## config.mk

```make
export PLATFORM = sky130hd
export DESIGN_NAME = ifm_window_feeder_flat
export DESIGN_NICKNAME = d
export VERILOG_FILES = /design/src/rtl/cnn_pkg.sv /design/src/rtl/ifm_window_feeder_if.sv /design/src/rtl/window_row_stager.sv /design/src/rtl/ifm_window_feeder.sv /design/src/flat_wrapper.sv
export SDC_FILE = /design/constraint.sdc
export NUM_CORES = 1
export LEC_CHECK = 0
export ABC_AREA = 0
export BUFFER_PORTS_ARGS = -buffer_cell sky130_fd_sc_hd__clkbuf_2
export CAP_MARGIN = 0
export CORE_MARGIN = 3
export CORE_UTILIZATION = 30
export CTS_CLUSTER_DIAMETER = 80
export DETAILED_ROUTE_END_ITERATION = 8
export SLEW_MARGIN = 15
export SYNTH_ARGS = -nofsm -noshare
export SYNTH_HDL_FRONTEND = slang
export SYNTH_SLANG_ARGS = --single-unit
```

## constraint.sdc

```tcl
create_clock -name clk -period 9.5 [get_ports clk]
set_input_delay 2.375 -clock clk [delete_from_list [all_inputs] [get_ports clk]]
set_output_delay 2.375 -clock clk [all_outputs]
set_load 0.01 [all_outputs]
```

## src/rtl/cnn_pkg.sv

```systemverilog
// Shared CNN datapath constants and the IFM window feeder state encoding.
package cnn_pkg;

    localparam int PIX_W    = 8;
    localparam int WORD_PIX = 4;
    localparam int WORD_W   = PIX_W * WORD_PIX;

    typedef enum logic [2:0] {
        ST_IDLE,
        ST_FET0,
        ST_FET1,
        ST_WAIT,
        ST_EMIT,
        ST_DONE
    } feeder_state_t;

endpackage

```

## src/rtl/ifm_window_feeder_if.sv

```systemverilog
// Bus bundles for the window feeder: IFM memory read port and PE pixel stream.
interface ifm_mem_if #(parameter int ADDR_W = 8);
    import cnn_pkg::*;

    logic              mem_rd;
    logic [ADDR_W-1:0] mem_addr;
    logic [WORD_W-1:0] mem_data;

    modport master (output mem_rd, output mem_addr, input  mem_data);
    modport slave  (input  mem_rd, input  mem_addr, output mem_data);
endinterface

interface ifm_pix_if;
    import cnn_pkg::*;

    logic [PIX_W-1:0] pix;
    logic             pix_valid;
    logic             pix_ready;
    logic [3:0]       filt_idx;
    logic             win_first;
    logic             win_last;

    modport master (output pix, output pix_valid, input  pix_ready,
                    output filt_idx, output win_first, output win_last);
    modport slave  (input  pix, input  pix_valid, output pix_ready,
                    input  filt_idx, input  win_first, input  win_last);
endinterface

```

## src/rtl/window_row_stager.sv

```systemverilog
// Two-word (8-pixel) staging register for one window row, read by lane index.
module window_row_stager
    import cnn_pkg::*;
(
    input  logic              clk,
    input  logic              rst_n,
    input  logic              load_lo_i,
    input  logic              load_hi_i,
    input  logic [WORD_W-1:0] word_i,
    input  logic [2:0]        sel_i,
    output logic [PIX_W-1:0]  pix_o
);

    // Lane k of a word lands in stage_q[k] (low word) or stage_q[k+4] (high word).
    logic [2*WORD_PIX-1:0][PIX_W-1:0] stage_q;

    always_ff @(posedge clk or negedge rst_n) begin
        if (!rst_n) begin
            stage_q <= '0;
        end else begin
            if (load_lo_i) stage_q[WORD_PIX-1:0]          <= word_i;
            if (load_hi_i) stage_q[2*WORD_PIX-1:WORD_PIX] <= word_i;
        end
    end

    assign pix_o = stage_q[sel_i];

endmodule

```

## src/rtl/ifm_window_feeder.sv

```systemverilog
// Walks the IFM in convolution-window order and streams one activation per
// accepted cycle to the PE, fetching each window row as two memory words.
module ifm_window_feeder
    import cnn_pkg::*;
#(
    parameter int IFM_W  = 8,
    parameter int IFM_H  = 8,
    parameter int FILT   = 4,
    parameter int STRIDE = 1,
    parameter int ADDR_W = 8
) (
    input  logic              clk,
    input  logic              rst_n,
    input  logic              start_i,
    input  logic [ADDR_W-1:0] base_addr_i,
    ifm_mem_if.master         mem,
    ifm_pix_if.master         px,
    output logic              busy_o,
    output logic              done_o
);

    // state | meaning
    // IDLE  | waiting for start
    // FET0  | read word A (first word of the window row)
    // FET1  | read word A+1, capture word A
    // WAIT  | capture word A+1
    // EMIT  | present one row pixel per accept
    // DONE  | one-cycle done pulse

    localparam int         ROW_WORDS = IFM_W / WORD_PIX;
    localparam logic [7:0] OX_LAST   = 8'((IFM_W - FILT) / STRIDE);
    localparam logic [7:0] OY_LAST   = 8'((IFM_H - FILT) / STRIDE);
    localparam logic [3:0] F_LAST    = 4'(FILT - 1);

    feeder_state_t state_q, state_d;
    logic [7:0]    oy_q, oy_d, ox_q, ox_d;
    logic [3:0]    wr_q, wr_d, wc_q, wc_d;

    logic [ADDR_W-1:0] row_a, c0_a, addr_a;
    logic [2:0]        lane_sel;
    logic [PIX_W-1:0]  stage_pix;
    logic              load_lo, load_hi;

    always_ff @(posedge clk or negedge rst_n) begin
        if (!rst_n) begin
            state_q <= ST_IDLE;
            oy_q    <= '0;
            ox_q    <= '0;
            wr_q    <= '0;
            wc_q    <= '0;
        end else begin
            state_q <= state_d;
            oy_q    <= oy_d;
            ox_q    <= ox_d;
            wr_q    <= wr_d;
            wc_q    <= wc_d;
        end
    end

    // Row start word; the window's first column may sit at any lane of it.
    always_comb begin
        row_a    = ADDR_W'(oy_q) * ADDR_W'(STRIDE) + ADDR_W'(wr_q);
        c0_a     = ADDR_W'(ox_q) * ADDR_W'(STRIDE);
        addr_a   = base_addr_i + row_a * ADDR_W'(ROW_WORDS) + (c0_a >> 2);
        lane_sel = 3'(c0_a[1:0]) + 3'(wc_q);
    end

    window_row_stager u_stager (
        .clk       (clk),
        .rst_n     (rst_n),
        .load_lo_i (load_lo),
        .load_hi_i (load_hi),
        .word_i    (mem.mem_data),
        .sel_i     (lane_sel),
        .pix_o     (stage_pix)
    );

    always_comb begin
        state_d      = state_q;
        oy_d         = oy_q;
        ox_d         = ox_q;
        wr_d         = wr_q;
        wc_d         = wc_q;
        load_lo      = 1'b0;
        load_hi      = 1'b0;
        mem.mem_rd   = 1'b0;
        mem.mem_addr = '0;
        px.pix       = '0;
        px.pix_valid = 1'b0;
        px.filt_idx  = '0;
        px.win_first = 1'b0;
        px.win_last  = 1'b0;
        busy_o       = 1'b0;
        done_o       = 1'b0;

        case (state_q)
            ST_IDLE: begin
                if (start_i) begin
                    oy_d    = '0;
                    ox_d    = '0;
                    wr_d    = '0;
                    wc_d    = '0;
                    state_d = ST_FET0;
                end
            end
            ST_FET0: begin
                busy_o       = 1'b1;
                mem.mem_rd   = 1'b1;
                mem.mem_addr = addr_a;
                state_d      = ST_FET1;
            end
            ST_FET1: begin
                busy_o       = 1'b1;
                mem.mem_rd   = 1'b1;
                mem.mem_addr = addr_a + ADDR_W'(1);
                load_lo      = 1'b1;
                state_d      = ST_WAIT;
            end
            ST_WAIT: begin
                busy_o  = 1'b1;
                load_hi = 1'b1;
                state_d = ST_EMIT;
            end
            ST_EMIT: begin
                busy_o       = 1'b1;
                px.pix_valid = 1'b1;
                px.pix       = stage_pix;
                px.filt_idx  = wr_q * 4'(FILT) + wc_q;
                px.win_first = (wr_q == '0) && (wc_q == '0);
                px.win_last  = (wr_q == F_LAST) && (wc_q == F_LAST);
                if (px.pix_ready) begin
                    if (wc_q != F_LAST) begin
                        wc_d = wc_q + 4'd1;
                    end else begin
                        wc_d    = '0;
                        state_d = ST_FET0;
                        if (wr_q != F_LAST) begin
                            wr_d = wr_q + 4'd1;
                        end else begin
                            wr_d = '0;
                            if (ox_q != OX_LAST) begin
                                ox_d = ox_q + 8'd1;
                            end else begin
                                ox_d = '0;
                                if (oy_q != OY_LAST) begin
                                    oy_d = oy_q + 8'd1;
                                end else begin
                                    oy_d    = '0;
                                    state_d = ST_DONE;
                                end
                            end
                        end
                    end
                end
            end
            ST_DONE: begin
                done_o  = 1'b1;
                state_d = ST_IDLE;
            end
            default: state_d = ST_IDLE;
        endcase
    end

endmodule

```

## src/flat_wrapper.sv

```systemverilog
// flat-port wrapper written by rule: the top's interface ports become plain ports
module ifm_window_feeder_flat import cnn_pkg::*;
#(
    parameter int IFM_W  = 8,
    parameter int IFM_H  = 8,
    parameter int FILT   = 4,
    parameter int STRIDE = 1,
    parameter int ADDR_W = 8
)
  (clk, rst_n, start_i, base_addr_i, busy_o, done_o, mem_mem_rd, mem_mem_addr, mem_mem_data, px_pix, px_pix_valid, px_pix_ready, px_filt_idx, px_win_first, px_win_last);
  ifm_mem_if #(.ADDR_W(ADDR_W)) mem_i ();
  ifm_pix_if px_i ();
  input  logic clk;
  input  logic rst_n;
  input  logic start_i;
  input  logic [ADDR_W-1:0] base_addr_i;
  output logic busy_o;
  output logic done_o;
  output wire logic [$bits(mem_i.mem_rd)-1:0] mem_mem_rd;
  output wire logic [$bits(mem_i.mem_addr)-1:0] mem_mem_addr;
  input wire logic [$bits(mem_i.mem_data)-1:0] mem_mem_data;
  output wire logic [$bits(px_i.pix)-1:0] px_pix;
  output wire logic [$bits(px_i.pix_valid)-1:0] px_pix_valid;
  input wire logic [$bits(px_i.pix_ready)-1:0] px_pix_ready;
  output wire logic [$bits(px_i.filt_idx)-1:0] px_filt_idx;
  output wire logic [$bits(px_i.win_first)-1:0] px_win_first;
  output wire logic [$bits(px_i.win_last)-1:0] px_win_last;
  assign mem_mem_rd = mem_i.mem_rd;
  assign mem_mem_addr = mem_i.mem_addr;
  assign mem_i.mem_data = mem_mem_data;
  assign px_pix = px_i.pix;
  assign px_pix_valid = px_i.pix_valid;
  assign px_i.pix_ready = px_pix_ready;
  assign px_filt_idx = px_i.filt_idx;
  assign px_win_first = px_i.win_first;
  assign px_win_last = px_i.win_last;
  ifm_window_feeder #(.IFM_W(IFM_W), .IFM_H(IFM_H), .FILT(FILT), .STRIDE(STRIDE), .ADDR_W(ADDR_W)) u_core (.clk(clk), .rst_n(rst_n), .start_i(start_i), .base_addr_i(base_addr_i), .mem(mem_i), .px(px_i), .busy_o(busy_o), .done_o(done_o));
endmodule
```

==> summary.txt <==
Outcome
  • Outcome: finished, final reports clean

Place
  • Final GP Congestion: 0.7520
  • I/O Buffers: 69
  • Placed cell count: 824
  • Placed instance area: 0.005973 mm²
  • Dpl hpwl: 8859 µm

Yosys
  • Synth top area share: 0.4173
  • Netlist cell types: 54
  • Area leader, netlist: dfrtp_1
  • Synth warn: 0
  • Most common cell in the synthesized netlist: nand2_1
  • Synth cell count leaders: 137 x nand2_1, 91 x dfrtp_1, 38 x o21ai_0, 33 x inv_1, 32 x mux2_2
  • Ys async rst share: 1.000
  • Net Count, Synth: 627
  • Mapped Cells: 551
  • Seq/Total Area, Yosys: 0.4173
  • Post-synthesis instance area: 0.005456 mm²
  • Number of flops mapped to enable cells by yosys: 0
  • Ys flop type: dfrtp_1
  • Ranking of synthesized cells by area: dfrtp_1 42%, nand2_1 9.4%, mux2_2 6.6%
  • #FFs+latches synth: 91
  • Mean Syn Cell Area: 9.903 µm²

STA
  • Slew Limit Fails: 0
  • Worst Skew: 9.877 ps
  • Setup-failing EPs final: 0
  • Max Fclk: 128.9 MHz
  • Relative slew slack: 0.2542
  • Final min period: 7758 ps
  • Worst hold slack: 476.2 ps
  • Final worst-path cycle share: 0.8167
  • Worst-margin pin slew: 1107 ps
  • Final setup TNS: 0 ps
  • RSZ-0062 raised after global routing: false
  • Final hold vios: 0

Layout
  • Layout cell share with drive strength beyond 1: 0.2520
  • Area Growth Syn to Fin: 14.81%
  • Finished Layout Cells: 840
  • Nets: 686
  • Post-Layout Inst Area: 0.006265 mm²
  • Register Area: 0.002277 mm²
  • Fillers: 1,842
  • Antenna Cells: 0
  • Footprint of the multi-input gates: 0.002909 mm²

Floorplanning
  • DIE AREA: 0.01984 mm²
  • Die X: 140.9 µm
  • Die height: 140.9 µm
  • Row count: 48
  • Initial core utilization: 0.3111
  • Core area: 0.01754 mm²
  • I/O pins: 70

Critical path
  • CP arrival: 5380 ps
  • WP data required: 7130 ps
  • CP startpoint kind: input pin
  • Max FO, Critical Path: 3
  • Worst setup EP type: output pin
  • Worst setup path category: in -> out

Clocking
  • Clk slew on worst S/H paths: 70 ps
  • Clock buffer count from CTS: 9
  • CTS max path bufs: 2
  • Clk_lat worst skew: 350 ps
  • TritonCTS sink count: 91
  • Root buffer cell: clkbuf_16
  • Postcts setup bufs: 0
  • CTS tree: built
  • CTS resizes: 0
  • Hold_buf cts: 0
  • H-tree levels: 3

Route
  • Vias after detailed routing: 4,024
  • Wire per inst: 15.00 µm
  • Initial DRC Count: 158
  • Vias per cell: 4.790
  • DRC Markers: 0
  • Post-DRT Antenna Nets: 0
  • Detailed-route wire length: 12,600 µm
  • Router iterations before antenna repair: 5

Pwr
  • PwrDens: 277.5 mW/mm²
  • Tot Pwr: 1.738 mW
  • Worst vdd ir: 147.2 µV
  • Lkg Pwr: 2.978 nW

Global route
  • Initial antenna violation count: 0
  • GRT overflow: 0
  • Largest net degree at the start of global routing: 56
  • Grt met3 use: 0.03630
  • Met1 Use GR: 0.1768
  • Met2 global-route usage: 0.2135
  • Gr usage total: 0.1328
  • First-pass GRT wire length: 21,250 µm
  • GR peak layer: met2
  • Vias in the first global route: 4,183

Job
  • Max_cap viols: 0

Min path
  • Worst min path class: reg -> reg
## sequential cells by signal (all words and copies together) (netlist names)
name	cells
u_core.u_stager.stage_q	64
u_core.ox_q	8
u_core.oy_q	8
u_core.wc_q	4
u_core.wr_q	4
u_core.state_q	3
## routing by layer
layer / vias up / share of wire / wire, µm
met1: 1946 / 0.47 / 5981
met5: - / 0 / 0
met2: 69 / 0.46 / 5796
met3: 14 / 0.050 / 631
met4: 0 / 0.015 / 191
li1: 1995 / - / -
## worst max-delay path, stage by stage
cell and delay (ps):
clkbuf_2 70, inv_1 40, fa_1 530, inv_1 40
ha_1 230, fa_1 410, a211oi_1 410, nor2_1 110
nor4_1 490, nand4b_1 170, xor2_1 160, o21ai_0 170
clkbuf_2 170
## cell type report
cell class,count,share of cell area
Clock inverter,6,0.008388
Sequential cell,91,0.3635
Multi-Input combinational cell,401,0.4643
Clock buffer,10,0.03815
Timing Repair Buffer,73,0.06032
Inverter,34,0.02037
Tap cell,225,0.04494
## logic make-up after synthesis
family	share of synthesized area
compound gates	0.09608
xor+xnor	0.03164
fa+ha+maj	0.08438
buf+inv	0.05045
flops	0.4173
mux	0.1321
simple gates	0.1880
## where the power goes
part	leakage, nW	internal, mW	switching (mW)
Combinational	1.69	0.359	0.382
Sequential	1.14	0.541	0.0998
Clock	0.143	0.190	0.167
## worst paths after layout
path / from / to / slack, ps / cells past startpoint
max: base_addr_i[1] / mem_mem_addr[7] / 1740 / 13
min: u_core.u_stager.stage_q[11] / u_core.u_stager.stage_q[11] / 480 / 2
max reg2reg: u_core.state_q[0] / u_core.oy_q[7] / 6850 / 7
min reg2reg: u_core.u_stager.stage_q[11] / u_core.u_stager.stage_q[11] / 480 / 2
max in group asynchronous: rst_n / u_core.u_stager.stage_q[3] / 6370 / 2
min in group asynchronous: rst_n / u_core.oy_q[6] / 2000 / 1
## stage by stage
stage	worst slack (ps)	util
floorplan	2119	-
global placement	1787	0.3406
detailed placement	1762	0.3406
CTS	1744	0.3572
global route	1422	0.3572
finish	1742	0.3572
## placed cells by master (no fill, tap or decap), types with 8 or more instances in the layout
cell type and instances:
o21ai_0 38, nor2_1 19, inv_1 33, a21oi_1 20, fa_1 8, mux2_2 32
dfrtp_1 91, mux4_2 16, clkbuf_2 68, nand3_1 11, xor2_1 10, ha_1 24
nand2_1 137, clkbuf_16 9
(Power assumes the default switching activity.)
